## src/rtl/pipeline_latealu.sv

```systemverilog
// LateALU responder: registered srl/sra results, HI/LO moves and signed multiply.
// Define LATEALU_FAST_MULT_EN for a single-cycle multiply; default is a 32-step shift-add.
module pipeline_latealu (
  input  logic        clk,
  input  logic        rst,
  input  logic        latealu_enable,
  input  logic [5:0]  latealu_op,
  input  logic [31:0] latealu_a0,
  input  logic [31:0] latealu_a1,
  input  logic [4:0]  rd_index_in,
  output logic [4:0]  rd_index_out,
  output logic [31:0] rd_value_out,
  output logic        rd_valid,
  output logic [31:0] mult_hi,
  output logic [31:0] mult_lo,
  output logic        busy,
  output logic        bad_op
);

  localparam logic [5:0] OP_SRL  = 6'b000010;
  localparam logic [5:0] OP_SRA  = 6'b000011;
  localparam logic [5:0] OP_MULT = 6'b000100;
  localparam logic [5:0] OP_MTHI = 6'b000101;
  localparam logic [5:0] OP_MTLO = 6'b000110;

  typedef enum logic [1:0] {
    IDLE = 2'd0,
    MUL  = 2'd1,
    FIX  = 2'd2
  } state_t;

  // Two's-complement magnitude; 0x80000000 yields unsigned 2^31.
  function automatic logic [31:0] magnitude(input logic [31:0] v);
    if (v[31]) begin
      magnitude = ~v + 32'd1;
    end else begin
      magnitude = v;
    end
  endfunction

  function automatic logic [31:0] shift_value(input logic [5:0] op, input logic [31:0] v,
                                              input logic [4:0] amt);
    if (op == OP_SRA) begin
      shift_value = $signed(v) >>> amt;
    end else begin
      shift_value = v >> amt;
    end
  endfunction

  logic        shift_req_s;
  logic        mult_req_s;
  logic        mthi_req_s;
  logic        mtlo_req_s;
  logic        undef_req_s;

  state_t      state_r;
  logic        neg_r;
  logic        busy_r;
  logic [31:0] hi_r;
  logic [31:0] lo_r;
  logic [63:0] product_s;
  logic [63:0] fix_value_s;

  logic        rd_valid_r;
  logic [4:0]  rd_index_r;
  logic [31:0] rd_value_r;
  logic        bad_op_r;

  // Request decode.
  always_comb begin
    shift_req_s = 1'b0;
    mult_req_s  = 1'b0;
    mthi_req_s  = 1'b0;
    mtlo_req_s  = 1'b0;
    undef_req_s = 1'b0;
    if (latealu_enable) begin
      case (latealu_op)
        OP_SRL, OP_SRA: shift_req_s = 1'b1;
        OP_MULT:        mult_req_s  = 1'b1;
        OP_MTHI:        mthi_req_s  = 1'b1;
        OP_MTLO:        mtlo_req_s  = 1'b1;
        default:        undef_req_s = 1'b1;
      endcase
    end else begin
      undef_req_s = 1'b0;
    end
  end

`ifdef LATEALU_FAST_MULT_EN
  logic [31:0] mag_a_r;
  logic [31:0] mag_b_r;

  // Magnitude product straight from the captured operands.
  always_comb begin
    product_s = {32'd0, mag_a_r} * {32'd0, mag_b_r};
  end

  // Single-cycle multiply FSM plus HI/LO ownership.
  always_ff @(posedge clk) begin
    if (rst) begin
      state_r <= IDLE;
      mag_a_r <= 32'd0;
      mag_b_r <= 32'd0;
      neg_r   <= 1'b0;
      busy_r  <= 1'b0;
      hi_r    <= 32'd0;
      lo_r    <= 32'd0;
    end else begin
      case (state_r)
        IDLE: begin
          if (mult_req_s) begin
            state_r <= FIX;
            mag_a_r <= magnitude(latealu_a0);
            mag_b_r <= magnitude(latealu_a1);
            neg_r   <= latealu_a0[31] ^ latealu_a1[31];
            busy_r  <= 1'b1;
          end else if (mthi_req_s) begin
            hi_r <= latealu_a0;
          end else if (mtlo_req_s) begin
            lo_r <= latealu_a0;
          end
        end
        FIX: begin
          {hi_r, lo_r} <= fix_value_s;
          busy_r       <= 1'b0;
          state_r      <= IDLE;
        end
        default: begin
          state_r <= IDLE;
          busy_r  <= 1'b0;
        end
      endcase
    end
  end
`else
  logic [4:0]  count_r;
  logic [63:0] acc_r;
  logic [63:0] mcand_r;
  logic [31:0] mplier_r;

  // Accumulated partial products form the magnitude product.
  always_comb begin
    product_s = acc_r;
  end

  // Iterative shift-add multiply FSM plus HI/LO ownership.
  always_ff @(posedge clk) begin
    if (rst) begin
      state_r  <= IDLE;
      count_r  <= 5'd0;
      acc_r    <= 64'd0;
      mcand_r  <= 64'd0;
      mplier_r <= 32'd0;
      neg_r    <= 1'b0;
      busy_r   <= 1'b0;
      hi_r     <= 32'd0;
      lo_r     <= 32'd0;
    end else begin
      case (state_r)
        IDLE: begin
          if (mult_req_s) begin
            state_r  <= MUL;
            count_r  <= 5'd0;
            acc_r    <= 64'd0;
            mcand_r  <= {32'd0, magnitude(latealu_a0)};
            mplier_r <= magnitude(latealu_a1);
            neg_r    <= latealu_a0[31] ^ latealu_a1[31];
            busy_r   <= 1'b1;
          end else if (mthi_req_s) begin
            hi_r <= latealu_a0;
          end else if (mtlo_req_s) begin
            lo_r <= latealu_a0;
          end
        end
        MUL: begin
          if (mplier_r[0]) begin
            acc_r <= acc_r + mcand_r;
          end
          mcand_r  <= mcand_r << 1;
          mplier_r <= mplier_r >> 1;
          if (count_r == 5'd31) begin
            state_r <= FIX;
          end else begin
            count_r <= count_r + 5'd1;
          end
        end
        FIX: begin
          {hi_r, lo_r} <= fix_value_s;
          busy_r       <= 1'b0;
          count_r      <= 5'd0;
          state_r      <= IDLE;
        end
        default: begin
          state_r <= IDLE;
          count_r <= 5'd0;
          busy_r  <= 1'b0;
        end
      endcase
    end
  end
`endif

  // Sign correction of the magnitude product.
  always_comb begin
    if (neg_r) begin
      fix_value_s = ~product_s + 64'd1;
    end else begin
      fix_value_s = product_s;
    end
  end

  // Shift result and bad-op pulse, independent of the multiplier.
  always_ff @(posedge clk) begin
    if (rst) begin
      rd_valid_r <= 1'b0;
      rd_index_r <= 5'd0;
      rd_value_r <= 32'd0;
      bad_op_r   <= 1'b0;
    end else begin
      bad_op_r <= undef_req_s;
      if (shift_req_s) begin
        rd_valid_r <= 1'b1;
        rd_index_r <= rd_index_in;
        rd_value_r <= shift_value(latealu_op, latealu_a0, latealu_a1[4:0]);
      end else begin
        rd_valid_r <= 1'b0;
        rd_index_r <= 5'd0;
        rd_value_r <= 32'd0;
      end
    end
  end

  assign rd_valid     = rd_valid_r;
  assign rd_index_out = rd_index_r;
  assign rd_value_out = rd_value_r;
  assign mult_hi      = hi_r;
  assign mult_lo      = lo_r;
  assign busy         = busy_r;
  assign bad_op       = bad_op_r;

endmodule

```

## config.mk

```make
export PLATFORM = sky130hd
export DESIGN_NAME = pipeline_latealu
export DESIGN_NICKNAME = d
export VERILOG_FILES = /design/src/rtl/pipeline_latealu.sv
export SDC_FILE = /design/constraint.sdc
export NUM_CORES = 1
export LEC_CHECK = 0
export CORE_MARGIN = 2
export CORE_UTILIZATION = 28
export DETAILED_ROUTE_END_ITERATION = 16
export PLACE_DENSITY = 0.49
export SLEW_MARGIN = 30
export SYNTH_ARGS = -nofsm -noshare
export SYNTH_HDL_FRONTEND = slang
export SYNTH_SLANG_ARGS = --single-unit
export TNS_END_PERCENT = 30
```

## constraint.sdc

```tcl
create_clock -name clk -period 5 [get_ports clk]
set_clock_uncertainty 0.15 [all_clocks]
set_input_delay 0.5 -clock clk [delete_from_list [all_inputs] [get_ports clk]]
set_output_delay 0.5 -clock clk [all_outputs]
set_load 0.02 [all_outputs]
```

* Word-level counts from Yosys, hierarchy flattened
Index checks and enable logic that the tools add are counted.
Storage, ports and cells: output and inout bits 104, input port bits 78, logic and storage cells 94, register bits 272
Operators by class: shift-type cells 2, eq/ne operators 16, add/sub/neg operators 5, bitwise gates (word level) 7, mux-type cells 36, reduce and logical (&&, ||, !) cells 15
Operator list (count):
- two-way mux 32 bit | 9
- two-way mux 64 bit | 4
- case mux 64 bit (2 select lines) | 2
- case mux 32 bit (2 select lines) | 3
- adder 32 x 1 -> 32 bit, second input constant | 2
- adder 64 x 1 -> 64 bit, second input constant | 1
- adder 64 bit | 1
- NOT 32 bit | 2
- NOT 64 bit | 1
- right shift 32 x 5 -> 32 bit | 1
- >>> shifter 32 x 5 -> 32 bit | 1
- == test 6 x 3 -> 1 bit, second input constant | 3
- != test 2 bit, second input constant | 8
- == test 6 x 2 -> 1 bit, second input constant | 2
- two-way mux 1 bit | 11
- two-way mux 5 bit | 2
- case mux 5 bit (2 select lines) | 1
- AND reduction 2 bit | 5
- AND reduction 3 bit | 2
- OR reduction 2 bit | 3
- adder 5 x 1 -> 5 bit, second input constant | 1
- == test 5 bit, second input constant | 1
- OR reduction 5 bit | 1
- two-way mux 2 bit | 2
- 9 further kinds | 12

* Longest topological paths before layout
Gate-level depths: netlist (run 1).
depth in word-level cells 7, gate-level depth with buffers 13, mapped depth without buffers 13

* Worst setup path before layout (run 1)
OpenSTA, ideal clock, no wires.
kind register to register, start point reg acc_r[12], end point reg hi_r[12] (netlist: mult_hi[12]), stages on the path, launching flop included 11, setup time 0.101 ns, arrival 3.206 ns, setup slack 1.543 ns, buffers on the path 1, cells stage by stage dfxtp_1 or4_1 or3_1 or3_1 or4_1 clkbuf_1 or2_2 o41ai_2 xnor2_1 nor2_1 o41ai_1
Between the ends: cells in the longest elaborated chain, start to end 4
RTL lines:
- start: declaration | line 137 | logic [63:0] acc_r;
- start signal: assignment | line 177 | acc_r <= acc_r + mcand_r;
- NOT 64 bit | line 206 | fix_value_s = ~product_s + 64'd1;
- adder 64 x 1 -> 64 bit | line 206
- two-way mux 64 bit | line 205 | if (neg_r) begin
- case mux 32 bit (2 select lines) | line 159 | case (state_r)
- end signal: assignment | line 170 | hi_r <= latealu_a0;
- end signal: assignment | line 188 | {hi_r, lo_r} <= fix_value_s;
- end: declaration | line 59 | logic [31:0] hi_r;
Every way passes these cells. A chain may end at the register's enable or synchronous reset.

* Final worst setup path (run 1)
start point reg acc_r[0], end point reg acc_r[62]
Between the ends: cells in the longest elaborated chain, start to end 3
RTL lines:
- adder 64 bit | line 177
- two-way mux 64 bit | line 176 | if (mplier_r[0]) begin
- case mux 64 bit (2 select lines) | line 159
Every way passes these cells. The select of a mux whose other input is x is not followed.

==> results of run 1 <==
-- sequential cells by signal, summed over array words and instances, names as in the netlist --
signal and flops:
bad_op 1, rd_valid 1, mult_lo 32, count_r 5, rd_index_out 5, state_r 2, mcand_r 64, acc_r 64
neg_r 1, busy 1, rd_value_out 32, mult_hi 32, mplier_r 32
-- synth_stat cells, drive strengths merged (27+ instances only) --
master  instances  area [sq um]
o21ai         165           826
ha             68           851
nand3          68           340
mux2i          27           270
nor2          239           897
a211oi         43           323
a22oi          59           443
xor2           87           762
dfxtp         272          5450
clkbuf        143           538
nor3           29           145
a21oi         251          1260
nand2         274          1030
o31ai          41           313
xnor2          89           780
-- worst max-delay path by stage --
stage | start | endpoint | slack, ns | cells past startpoint
after floorplan | acc_r[12]$_SDFFE_PP0P_ | mult_hi[12]$_SDFFE_PP0P_ | 1.54 | 10
after global routing | acc_r[0]$_SDFFE_PP0P_ | acc_r[62]$_SDFFE_PP0P_ | 0.53 | 13
after CTS | acc_r[0]$_SDFFE_PP0P_ | acc_r[62]$_SDFFE_PP0P_ | 0.76 | 13
after detailed placement | acc_r[0]$_SDFFE_PP0P_ | acc_r[62]$_SDFFE_PP0P_ | 0.81 | 13
final | acc_r[0]$_SDFFE_PP0P_ | acc_r[62]$_SDFFE_PP0P_ | 0.69 | 13
after global placement | acc_r[0]$_SDFFE_PP0P_ | acc_r[62]$_SDFFE_PP0P_ | 0.92 | 13
-- worst max-delay path, stage by stage, from the launching register on --
cell and delay, ns:
dfxtp_1 0.45, ha_1 0.24, inv_1 0.06, fa_1 0.38
nand2b_1 0.20, a21o_1 0.20, a211oi_1 0.50, o211ai_1 0.28
a31oi_1 0.52, a211oi_1 0.27, o41ai_1 0.49, a21oi_1 0.14
xor2_1 0.17, o21ai_0 0.08
-- power groups by stage --
stage | logic [mW] | registers (mW) | clock network (mW)
after floorplan | 0.270 | 2.23 | 0
after CTS | 0.486 | 2.18 | 2.94
after global routing | 0.524 | 2.18 | 3.02
final | 0.488 | 2.18 | 2.86
after global placement | 0.482 | 2.23 | 0
after detailed placement | 0.483 | 2.23 | 0
-- kinds of logic after synthesis --
| family | count (synthesis) |
|---|---|
| mux | 61 |
| flops | 272 |
| compound gates | 741 |
| fa+ha+maj | 69 |
| xor+xnor | 176 |
| buf+inv | 193 |
| simple gates | 770 |
-- per-layer routing --
layer / vias to the layer above / GRT usage / part of all wire
met5: - / 0 / 0
met1: 8468 / 0.292 / 0.46
li1: 8459 / - / -
met4: 0 / 0.0713 / 0.031
met3: 118 / 0.0374 / 0.077
met2: 685 / 0.324 / 0.43
-- metrics by stage --
step	std cells	power, mW
after global routing	3234	5.72
after detailed placement	3172	2.71
after CTS	3234	5.60
after floorplan	2282	2.50
after global placement	3171	2.71
final	3235	5.53
-- cell type report --
type	count	area (sq um)
antenna	1	2.50
clock buffer	47	1020
inverter	26	97.6
clock inverter	15	258
sequential	272	5450
timing repair buffer	220	2120
multi-input combinational	1817	11400
fill	6464	40400
tap	837	1050
==> out/results.tsv, run 1 <==
metric	value	unit
status	finished, final reports clean	
number of hold buffers added after cts	0	
Reg-to-Reg Start	acc_r[0]$_SDFFE_PP0P_	
vias per cell	5.48	
number of max-cap violations	0	
proportion of synthesized area in mux cells	0.0475	
final hold vios	0	
Placement Cell Area	20100	sq um
Hold Path Origin	rst	
initial antenna violation count	2	
hold path depth	2	
Synth Area in Adders	0.0496	
sequential-to-total area share from yosys stat	0.310	
post-cts sizing count	0	
largest fanout on the critical path	7	
drt drc	0	
largest net degree at the start of global routing	73	
sequential power share	0.394	
FFs w/ async S/R, synth	0	
Nets	2519	
post-CTS setup buffers	0	
number of I/O pins	182	
Via Count	17700	
num rows	91	
fraction of layout cells with a size suffix above 1	0.0688	
Syn Area/Cell	7.69	sq um
Synth Register Bits	272	
Setup Viol. Count Final	0	
RSZ-0062 raised after global routing	false	
cell area after layout	21400	sq um
Post-synth EDFFs	0	
Clock transition at path regs	0.06	ns
CTS tree	yes	
commonest non-fill, non-tap cells in the layout	nand2_1 (274), dfxtp_1 (271), a21oi_1 (251)	
Worst Path Arrival	4.56	ns
worst slack, placed	0.810	ns
Final ANT Viol Nets	0	
clock share of power	0.518	
Sw Share	0.248	
Routed WL	69500	um
Reg2Reg Depth	13	
maximum clock rate	232	MHz
initial core utilization	0.284	
worst skew pair latency	0.55	ns
Die Wd	254	um
Final Worst Setup Slack	0.692	ns
synthesized-area fraction occupied by and/or/nand/nor cells	0.198	
Synth Net Count	2429	
Final HPWL DP	50500	um
fin util	0.346	
overall global routing resource usage	0.210	
TritonCTS buffer count	35	
Clock Sinks	272	
Peak supply drop	0.000122	V
worst reg-to-reg setup slack	0.69	ns
hold slack final	0.261	ns
core area	61800	sq um
Pint	4.16	mW
post-synthesis cell type count	73	
die area	64700	sq um
Critical Path End Type	flop	
Post-Synth XOR/XNOR Area	0.0878	
drt first pass iters	5	
Root Driver	clkbuf_16	
Setup crit start kind	flop	
pwr/cell area	259	nW/um^2
commonest non-fill, non-tap cell in the layout	nand2_1	
global-route wire length before repair	104000	um
Area growth syn-to-layout	21.9	%
RR Endpoint	acc_r[62]$_SDFFE_PP0P_	
global route total overflow	0	
number of global-route vias before repair	16800	
Die Ht	254	um
Final Max Slew Viols	0	
Worst Tran Pin Value	0.992	ns
H-tree depth	2	
Rel. slew slack	0.337	
Warnings, synthesis	0	
worst hold path class	in -> reg	
Worst Path Required	5.25	ns
I/O Buffers	181	
CTS max path bufs	3	
Static Leak	7.77	nW
minimum clock period	4.31	ns
Initial DRC Count	1619	
gpl congestion	0.947	
Logic pwr share	0.088	
Psw	1.37	mW
WL/cell	21.5	um
Post-Synthesis Cells	2282	
Setup TNS	0	ns
crit path kind	reg -> reg	
Hold Path Sink	mplier_r[7]$_SDFFE_PP0P_	
ratio of final minimum period to clock period	0.862	
largest family of logic cells by synthesized area	compound AO/OA/AOI/OAI gates	
Compound-Gate Fraction of Synth Area	0.264	
Syn Std Cell Area	17500	sq um
Primary FF master, synth	dfxtp_1	
Power figures use the tool's default switching activity.
==> run 2, diff against run 1 <==
SLEW_MARGIN = unset   (was 30)
==> run 2 against run 1 <==
Effect of this change:
- clock power increased by 2%
- register-to-register slack improved by 0.05 ns
- maximum frequency increased by 1.2%
- die area unchanged
- final area increased by 0.18%
- count of clock-buffer cells in the layout increased by 9
- flip-flop and latch count unchanged
- global-route usage decreased by 0.086 points
- first-iteration DRC count decreased by 2.3%
- utilization increased by 0.061 points
- combinational power about the same
- critical endpoint unchanged
- largest power group unchanged
==> out/results.tsv, run 2 (same netlist as run 1, synthesis figures left out) <==
metric	value	unit	change
crit path kind	reg -> reg		
Nets	2520		+0.040%
commonest non-fill, non-tap cell in the layout	nand2_1		
cell area after layout	21400	sq um	+0.18%
worst hold path class	in -> reg		
initial core utilization	0.284		unchanged
Placement Cell Area	20100	sq um	-0.16%
CTS tree	yes		
Worst Path Required	5.25	ns	about the same
largest net degree at the start of global routing	73		unchanged
status	finished, final reports clean		
Die Ht	254	um	unchanged
post-cts sizing count	0		unchanged
initial antenna violation count	3		+1
drt drc	0		unchanged
Die Wd	254	um	unchanged
number of max-cap violations	0		unchanged
Initial DRC Count	1581		-2.3%
Static Leak	7.79	nW	+0.18%
post-CTS setup buffers	0		unchanged
clock share of power	0.524		+0.006
Rel. slew slack	0.152		-0.185
Critical Path Source	acc_r[0]$_SDFFE_PP0P_		
Clock transition at path regs	0.06	ns	about the same
drt first pass iters	5		unchanged
Logic pwr share	0.087		about the same
CTS max path bufs	3		unchanged
fraction of layout cells with a size suffix above 1	0.0683		-0.000531
commonest non-fill, non-tap cells in the layout	nand2_1 (274), dfxtp_1 (271), a21oi_1 (251)		
Reg2Reg Depth	13		unchanged
Peak supply drop	0.000183	V	+49%
number of global-route vias before repair	16800		+0.29%
Worst Tran Pin Value	1.27	ns	+0.277 ns
Area growth syn-to-layout	22.1	%	
minimum clock period	4.26	ns	-0.0492 ns
Sw Share	0.246		-0.00211
overall global routing resource usage	0.209		-0.000859
num rows	91		unchanged
fin util	0.347		+0.000607
vias per cell	5.48		about the same
number of I/O pins	182		unchanged
worst skew pair latency	0.56	ns	about the same
Pint	4.22	mW	+1.5%
Setup crit start kind	flop		
I/O Buffers	181		unchanged
Final HPWL DP	50600	um	+0.14%
WL/cell	21.4	um	-0.35%
final hold vios	0		unchanged
ratio of final minimum period to clock period	0.852		-0.00984
global-route wire length before repair	104000	um	-0.46%
Critical Path End Type	flop		
Via Count	17800		+0.16%
Final Worst Setup Slack	0.741	ns	+0.0492 ns
core area	61800	sq um	unchanged
sequential power share	0.389		-0.005
worst reg-to-reg setup slack	0.74	ns	+0.05 ns
Final Max Slew Viols	0		unchanged
Final ANT Viol Nets	0		unchanged
Reg-to-Reg Start	acc_r[0]$_SDFFE_PP0P_		
Routed WL	69400	um	-0.20%
DP Cell Count	3171		-0.032%
gpl congestion	0.947		unchanged
worst slack, placed	0.799	ns	-0.0109 ns
die area	64700	sq um	unchanged
number of hold buffers added after cts	0		unchanged
Root Driver	clkbuf_16		
Layout Cells excl Fill	3240		+0.15%
Setup Viol. Count Final	0		unchanged
Layout fillers	6465		+0.015%
RR Endpoint	acc_r[62]$_SDFFE_PP0P_		
RSZ-0062 raised after global routing	false		
Worst Path Arrival	4.51	ns	-0.05 ns
pwr/cell area	261	nW/um^2	+1.0%
CP Capture Point	acc_r[62]$_SDFFE_PP0P_		
largest fanout on the critical path	7		unchanged
maximum clock rate	235	MHz	+1.2%
Pwr Total	5.60	mW	+1.2%
TritonCTS buffer count	37		+5.7%
Psw	1.38	mW	+0.34%
Setup TNS	0	ns	unchanged
Clock Sinks	272		unchanged
hold slack final	0.267	ns	+0.00608 ns
global route total overflow	0		unchanged
Largest regs	acc_r: 64 flops, mcand_r: 64 flops		
H-tree depth	2		unchanged
-- run 2: cell count changes in the layout (fill, tap and decap cells not counted), moves of 2 or more --
cell,change
clkinv_2,-2
bufinv_16,-2
clkbuf_8,+2
clkbuf_16,+4
clkbuf_1,+3
-- run 2: area by class of cell --
type	count	area, sq um	share of cell area
Multi-Input combinational cell	1817	11400	0.532
Sequential cell	272	5450	0.254
Timing Repair Buffer	219	2090	0.0974
Clock buffer	56	1160	0.0541
Tap cell	837	1050	0.0489
Clock inverter	11	186	0.00870
Inverter	26	97.6	0.00455
Antenna cell	2	5.00	0.000234
-- run 2: critical path: stages, from the launching register on --
cell and delay (ns):
dfxtp_1 0.45, ha_1 0.24, inv_1 0.06, fa_1 0.38
nand2b_1 0.20, a21o_1 0.20, a211oi_1 0.51, o211ai_1 0.27
a31oi_1 0.49, a211oi_1 0.26, o41ai_1 0.51, a21oi_1 0.14
xor2_1 0.15, o21ai_0 0.09
-- run 2: per-layer routing --
| layer | vias up | track usage | routed length, um |
|---|---|---|---|
| met1 | 8464 | 0.292 | 31600 |
| met4 | 2 | 0.0667 | 1960 |
| met3 | 112 | 0.0360 | 5690 |
| met5 | - | 0 | 11 |
| li1 | 8464 | - | - |
| met2 | 717 | 0.325 | 30100 |
-- run 2: how the worst min path moves through the flow --
stage | to | start | depth (start not counted) | slack (ns)
2_1_floorplan | mplier_r[16]$_SDFFE_PP0P_ | mplier_r[17]$_SDFFE_PP0P_ | 2 | 0.28
3_3_place_gp | mplier_r[12]$_SDFFE_PP0P_ | mplier_r[12]$_SDFFE_PP0P_ | 2 | 0.29
3_5_place_dp | mult_hi[13]$_SDFFE_PP0P_ | mult_hi[13]$_SDFFE_PP0P_ | 2 | 0.30
4_1_cts | mplier_r[1]$_SDFFE_PP0P_ | rst | 2 | 0.26
5_1_grt | mplier_r[4]$_SDFFE_PP0P_ | rst | 2 | 0.29
6_report | mplier_r[1]$_SDFFE_PP0P_ | rst | 2 | 0.27
-- run 2: power groups by stage --
stage | Combinational, mW | Sequential (mW) | Clock, mW
5_1_grt | 0.523 | 2.18 | 3.07
4_1_cts | 0.484 | 2.18 | 3.00
6_report | 0.486 | 2.18 | 2.93
2_1_floorplan | 0.270 | 2.23 | 0
3_3_place_gp | 0.482 | 2.23 | 0
3_5_place_dp | 0.480 | 2.23 | 0
==> run 3, diff against run 2 <==
TNS_END_PERCENT = unset   (was 30)
==> results of run 3 <==
Final layout, timing and power as in run 2 (identical DEF).
